### config.mk
export PLATFORM = sky130hd
export DESIGN_NAME = wb_stage
export DESIGN_NICKNAME = d
export VERILOG_FILES = /design/src/rtl/wb_stage.sv
export SDC_FILE = /design/constraint.sdc
export NUM_CORES = 1
export LEC_CHECK = 0
export BUFFER_PORTS_ARGS = -buffer_cell sky130_fd_sc_hd__buf_2
export CAP_MARGIN = 20
export CORE_UTILIZATION = 54
export DETAILED_ROUTE_END_ITERATION = 8
export PLACE_DENSITY = 0.83
export RECOVER_POWER = 100
export SLEW_MARGIN = 20
export SYNTH_ARGS = -nofsm -noshare
export SYNTH_HDL_FRONTEND = slang
export SYNTH_SLANG_ARGS = --single-unit
### constraint.sdc
create_clock -name clk -period 2.5 [get_ports clk]
set_input_delay 0.25 -clock clk [delete_from_list [all_inputs] [get_ports clk]]
set_output_delay 0.25 -clock clk [all_outputs]
set_load 0.05 [all_outputs]
### src/rtl/wb_stage.sv
// ============================================================================
// Module   : wb_stage
// Purpose  : Write-back stage register, 16x32 register file with
//            write-through read bypass, and a retired-instruction counter.
// Revision : 1.0  initial release
// ============================================================================
`default_nettype none

module wb_stage #(
  parameter int CNT_W = 32
) (
  input  logic             clk,
  input  logic             rst_n,
  input  logic             stall,
  input  logic             in_valid,
  input  logic             needs_wb,
  input  logic             is_load,
  input  logic [3:0]       wb_addr_in,
  input  logic [31:0]      rdata,
  input  logic [31:0]      pdata,
  input  logic [3:0]       ra_addr,
  input  logic [3:0]       rb_addr,
  output logic [31:0]      ra_data,
  output logic [31:0]      rb_data,
  output logic             fwd_valid,
  output logic [3:0]       fwd_addr,
  output logic [31:0]      fwd_data,
  output logic [CNT_W-1:0] retired_cnt
);

  localparam logic [CNT_W-1:0] c_CNT_ONE = {{(CNT_W-1){1'b0}}, 1'b1};

  logic             r_v;
  logic             r_wb;
  logic [3:0]       r_addr;
  logic [31:0]      r_data;
  logic [31:0]      r_rf [16];
  logic [CNT_W-1:0] r_cnt;

  logic             w_commit;
  logic             w_rf_we;

  assign w_commit = ~stall & r_v;
  assign w_rf_we  = w_commit & r_wb & (r_addr != 4'd0);

  // The instruction in the stage commits on the same edge the next one loads.
  always_ff @(posedge clk or negedge rst_n) begin
    if (!rst_n) begin
      r_v    <= 1'b0;
      r_wb   <= 1'b0;
      r_addr <= 4'd0;
      r_data <= 32'd0;
      r_cnt  <= '0;
      for (int i = 0; i < 16; i++) begin
        r_rf[i] <= 32'd0;
      end
    end else if (!stall) begin
      if (w_rf_we) begin
        r_rf[r_addr] <= r_data;
      end
      if (w_commit) begin
        r_cnt <= r_cnt + c_CNT_ONE;
      end
      r_v    <= in_valid;
      r_wb   <= needs_wb;
      r_addr <= wb_addr_in;
      r_data <= is_load ? rdata : pdata;
    end
  end

  // Bypass ignores the r0 guard on purpose: index 0 is forced to zero first.
  always_comb begin
    ra_data = r_rf[ra_addr];
    if (ra_addr == 4'd0) begin
      ra_data = 32'd0;
    end else if (r_v && r_wb && (r_addr == ra_addr)) begin
      ra_data = r_data;
    end
  end

  always_comb begin
    rb_data = r_rf[rb_addr];
    if (rb_addr == 4'd0) begin
      rb_data = 32'd0;
    end else if (r_v && r_wb && (r_addr == rb_addr)) begin
      rb_data = r_data;
    end
  end

  assign fwd_valid   = r_v & r_wb & (r_addr != 4'd0);
  assign fwd_addr    = r_addr;
  assign fwd_data    = r_data;
  assign retired_cnt = r_cnt;

endmodule

`default_nettype wire

* Word level (Yosys, flattened, before mapping)
Index checks and enable logic that the tools add are counted.
** Cells by class
- $add $sub $neg :: 1
- $mul :: 0
- Divide/modulo/power cells :: 0
- Order comparisons :: 4
- Equal/unequal tests :: 2
- Shifts and indexed selects :: 0
- Muxes and demuxes :: 14
- Bitwise operators :: 9
- Reductions and logical operators :: 9
** Operators with widths (number)
- 512-bit bitwise mux :: 1
- 32-bit 2-to-1 mux :: 10
- 32-bit binary-select mux with 4-bit select :: 2
- 32-bit demux with 4-bit select :: 1
- 32-bit by 1-bit adder with 32-bit output (second input constant) :: 1
- 5-bit greater-or-equal comparator (second input constant) :: 3
- 4-bit NOT with 5-bit output :: 3
- 4-bit equality test :: 2
- 4-bit zero test :: 2
- 1-bit bitwise AND :: 5
- 5-bit by 1-bit < comparator with 1-bit output (second input constant) :: 1
- 1-bit logical AND :: 4
- 2-bit AND reduction :: 2
- 4-bit nonzero test :: 1
- 1-bit NOT :: 1
** Storage, ports and cells
- Register bits :: 582
- Bits in latches :: 0
- Bits in writable memories :: 0
- ROM bits :: 0
- Bits of input ports :: 82
- Output and inout bits :: 133
- Word-level logic and storage cells :: 60
- Memories :: 0

* Longest topological paths before layout
- Depth in word-level cells :: 6
- Mapped depth :: 8
- Depth with buffers taken out :: 5

* Least setup slack after synthesis
Ideal clock, no wire load.
- Path type :: reg2out
- Start point :: reg r_addr[0] (netlist: fwd_addr[0])
- End point :: out rb_data[10]
- Arrival time :: 2237 ps
- Data required time :: 2250 ps
- Slack :: 13 ps
- Cell stages (with the launch flop) :: 7
- Path buffers :: 2
- Cells stage by stage :: dfrtp_1 -> buf_2 -> xor2_1 -> nor2_1 -> a41oi_2 -> clkbuf_1 -> a32o_1
** On the way
- Word-level cells in the longest chain between the ends :: 4
** Ends and longest elaborated chain
- from (decl) :: RTL line 35 : logic [3:0] r_addr;
- from (signal assigned) :: RTL line 66 : r_addr <= wb_addr_in;
- 4-bit equality test :: RTL line 85 : end else if (r_v && r_wb && (r_addr == rb_addr)) begin
- 1-bit logical AND :: RTL line 85
- 32-bit 2-to-1 mux :: RTL line 85
- 32-bit 2-to-1 mux :: RTL line 83 : if (rb_addr == 4'd0) begin
- to (decl) :: RTL line 24 : output logic [31:0] rb_data,
Every way passes these cells.

* Final worst setup path
- Start point :: reg r_addr[0] (netlist: fwd_addr[0])
- End point :: out ra_data[13]
** On the way
- Word-level cells in the longest chain between the ends :: 4
** Ends and longest elaborated chain
- 4-bit equality test :: RTL line 76 : end else if (r_v && r_wb && (r_addr == ra_addr)) begin
- 1-bit logical AND :: RTL line 76
- 32-bit 2-to-1 mux :: RTL line 76
- 32-bit 2-to-1 mux :: RTL line 74 : if (ra_addr == 4'd0) begin
- to (decl) :: RTL line 23 : output logic [31:0] ra_data,
Every way passes these cells.

==> reports/metrics.csv <==
stage,metric,value,unit
sta,maximum clock rate,0.343,GHz
sta,final max-slew violation count,91,
synthesis,"Seq/Total Area, Yosys",47.0,%
synthesis,asr flop ratio synth,100,%
route,# DRC,0,
critical_path,CP required,2.25,ns
route,1st-pass router iterations,6,
critical_path,Critical-path top delay cell,dfrtp_2,
critical_path,WS Path Type,flip-flop to primary output,
global_routing,first-pass GRT wire length,143000,um
synthesis,main combinational cell family by area after synthesis,multiplexers,
pwr,Final Power,28900,uW
route,1st-iter DRT viols,2590,
synthesis,Simple-Gate Fraction of Synth Area,4.35,%
global_routing,total congestion overflow,0,
critical_path,critical path's most frequent cell,buf_4,
finish,synth-to-layout area growth,19.3,%
route,vias per inst,6.76,
status,failing checks,"capacitance limit, slew limit, setup timing",
sta,worst clock skew,0.0134,ns
place,Placer Congestion,0.863,
synthesis,Synth area leader,dfrtp_1,
finish,post-route insts no fill,3252,
synthesis,adder-cell area share of the yosys netlist,0.0403,%
route,Detailed Route WL,93400,um
synthesis,multiplexer share of the synthesized area,38.8,%
route,Wirelength per Cell,28.7,um
critical_path,critical-path cell list,xor2_1 -> nor4_1 -> buf_4 -> buf_4 -> a21oi_4 -> buf_4 -> a22o_1 -> buf_6,
critical_path,critical path's largest stage delay,0.46,ns
floorplanning,die footprint,58400,um2
critical_path,Top delay family on crit path,buffers and inverters,
pwr,Pwr Density,780,nW/um2
sta,final worst-path cycle share,117,%
synthesis,area fraction of the dominant cell type after synthesis,47.0,%
synthesis,Synth top cells by count,"dfrtp_1 (582), mux2_2 (499), mux4_2 (225), clkbuf_1 (114), nand2_1 (108)",
sta,Worst Tran Pin Value,1.69,ns
global_routing,largest net degree at the start of global routing,94,
status,status,finished with violations,
critical_path,CP bufs+invs,4,
synthesis,count of cell types in the netlist,49,
place,placed instance area,33800,um2
cts,Clock Sinks,582,
cts,CTS clock-pin slew for the worst setup and hold paths,0.06,ns
route,ANT nets after route,0,
floorplanning,io pins,215,
place,I/O Buffers,214,
cts,TritonCTS clock tree,built,
job,max-cap violations,2,
synthesis,Mapped Cells,2181,
place,HPWL after DPL,55600,um
synthesis,syn_area_per_cell,14.2,um2
floorplanning,num rows,87,
finish,share of cells above drive strength 1,48.6,%
critical_path,Reg2Reg Setup Slack,-0.40,ns
floorplanning,Core Area,56600,um2
cts,clock root buffer,clkbuf_16,
synthesis,top post-synthesis cells by area,"dfrtp_1 (47%), mux2_2 (18%), mux4_2 (16%)",
synthesis,Ys Warns,0,
critical_path,"critical path fanouts, max",8,
synthesis,number of synthesized flops with an enable pin,0,
sta,final setup margin,-0.415,ns
floorplanning,DIE WIDTH,242,um
sta,Setup-failing EPs final,393,
floorplanning,Starting Density,54.8,%
synthesis,Synth Net Count,2264,
global_routing,total track usage,31.8,%
place,Setup WS pre-CTS,0.0547,ns
synthesis,register bit count reported by yosys,582,
critical_path,Startpoint Class,flip-flop,
critical_path,CP Capture Type,primary output,
sta,final hold violations,0,
sta,post-route minimum period,2.92,ns
cts,Inserted Clock Buffers,59,
synthesis,Compound-Gate Fraction of Synth Area,4.99,%
global_routing,antenna violations before repair,0,
route,vias,21981,
min_path,Tightest Hold Check Type,input pin to flip-flop,
floorplanning,Die Height,242,um
cts,CTS Buffer Depth,3,
pwr,Max IR drop VDD,623,uV
synthesis,ys flop type,dfrtp_1,
place,Cells after DPL,3052,
sta,Final TNS setup,-58.59,ns
cts,later-pin clock latency in the skew report,0.63,ns
synthesis,Synth Cell Area,31000,um2
sta,RSZ-0062 raised after global routing,yes,
synthesis,Post-Synth XOR/XNOR Area,1.10,%
critical_path,Worst Path Arrival,2.67,ns
global_routing,vias in the first global route,23394,
finish,design area,37000,um2
finish,post-layout net count,2529,
synthesis,most frequent cell after synthesis,dfrtp_1,
pwr,Pleak,0.0169,uW
cts,CTS H-Tree Depth,2,
sta,Slew HR,-12.6,%
==> per-layer routing <==
layer | global-route usage, % | vias to the layer above | wire, um | part of all wire (%)
met1 | 41.1 | 11436 | 34900 | 37
met3 | 7.06 | 327 | 8470 | 9.1
met2 | 51.1 | 1414 | 45300 | 49
met5 | 0 | - | 0 | 0
met4 | 15.4 | 0 | 4680 | 5.0
li1 | - | 8804 | - | -
==> layout by cell type (no fill, tap or decap), types with 6 or more instances in the layout <==
| cell type | count |
|---|---|
| dfrtp_1 | 578 |
| mux2_2 | 498 |
| mux4_2 | 225 |
| nand2_1 | 108 |
| clkbuf_1 | 95 |
| o21ai_0 | 93 |
| buf_4 | 86 |
| buf_2 | 76 |
| dlygate4sd3_1 | 67 |
| mux2i_1 | 66 |
| clkbuf_16 | 62 |
| buf_6 | 59 |
| buf_12 | 44 |
| nand3b_1 | 35 |
| a22oi_1 | 32 |
| nand2b_1 | 32 |
| o22ai_1 | 31 |
| mux2_4 | 30 |
| a32o_2 | 29 |
| xnor2_1 | 28 |
| a22o_1 | 25 |
| mux2_1 | 21 |
| nand3_1 | 15 |
| buf_8 | 14 |
| nand4_1 | 13 |
| clkbuf_2 | 13 |
| nor2_1 | 9 |
| clkinv_2 | 9 |
| xor2_1 | 8 |
| a22o_4 | 7 |
| clkbuf_8 | 7 |
| clkbuf_4 | 7 |
| nor2_4 | 6 |
| bufinv_16 | 6 |
==> registers in the layout, indices dropped and copies added, names as in the netlist <==
signal       cells
r_rf           512
fwd_data        32
retired_cnt     32
fwd_addr         4
r_v              1
r_wb             1
==> worst reg2reg max path, stage by stage, from the launching register on <==
cell,delay [ns]
dfrtp_2,0.42
buf_6,0.15
clkbuf_1,0.27
clkbuf_1,0.40
nand3b_1,0.29
or3_2,0.51
buf_4,0.30
mux2_1,0.42
==> where the power goes <==
part	total, uW	switching (uW)	leakage, uW	internal [uW]
Combinational	7110	3350	0.00810	3760
Sequential	12700	1660	0.00781	11000
Clock	9060	3800	0.000957	5260
==> logic make-up (layout without fill, tap and decap cells) <==
kind of cell / after synthesis / count (layout)
buf+inv: 242 / 556
mux: 840 / 840
flops: 582 / 582
fa+ha+maj: 1 / 1
other cells: 0 / 1
simple gates: 252 / 252
xor+xnor: 39 / 39
compound gates: 225 / 225
==> path summary, 6_finish.rpt <==
path / startpoint / end / depth (start not counted)
setup reg to reg: fwd_addr[3]$_DFFE_PN0N_ / r_rf[235]$_DFFE_PN0P_ / 7
max in group asynchronous: rst_n / fwd_addr[3]$_DFFE_PN0N_ / 3
hold / removal: rdata[31] / fwd_data[31]$_DFFE_PN0N_ / 3
min in group asynchronous: rst_n / r_rf[153]$_DFFE_PN0P_ / 2
hold reg to reg: r_rf[489]$_DFFE_PN0P_ / r_rf[489]$_DFFE_PN0P_ / 0
setup / recovery: fwd_addr[0]$_DFFE_PN0N_ / ra_data[13] / 8
==> stage by stage <==
stage               util (%)  hold WS [ns]
floorplan                  -       -0.0456
global route            65.3       0.00799
finish                  65.3      0.000895
global placement        59.7         0.238
CTS                     65.7       0.00114
detailed placement      59.7         0.238
==> final cells by class <==
type / count / area, um2
Sequential cell: 582 / 14600
Clock buffer: 90 / 1680
Multi-Input combinational cell: 1357 / 15500
Timing Repair Buffer: 443 / 3970
Clock inverter: 20 / 275
Tap cell: 756 / 946
Antenna cell: 1 / 2.50
Inverter: 3 / 11.3
Fill cell: 3859 / 19600
==> what timing repair did <==
action / CTS / global route
resized for setup: 168 / 28
cloned: 5 / 2
pin swaps: 6 / 5
hold buffers: 67 / 0
setup buffers: 11 / 7
setup endpoints to repair: 64 / 64
endpoints found under the hold margin: 85 / 0
No activity file was read; power rests on OpenSTA's default activity.
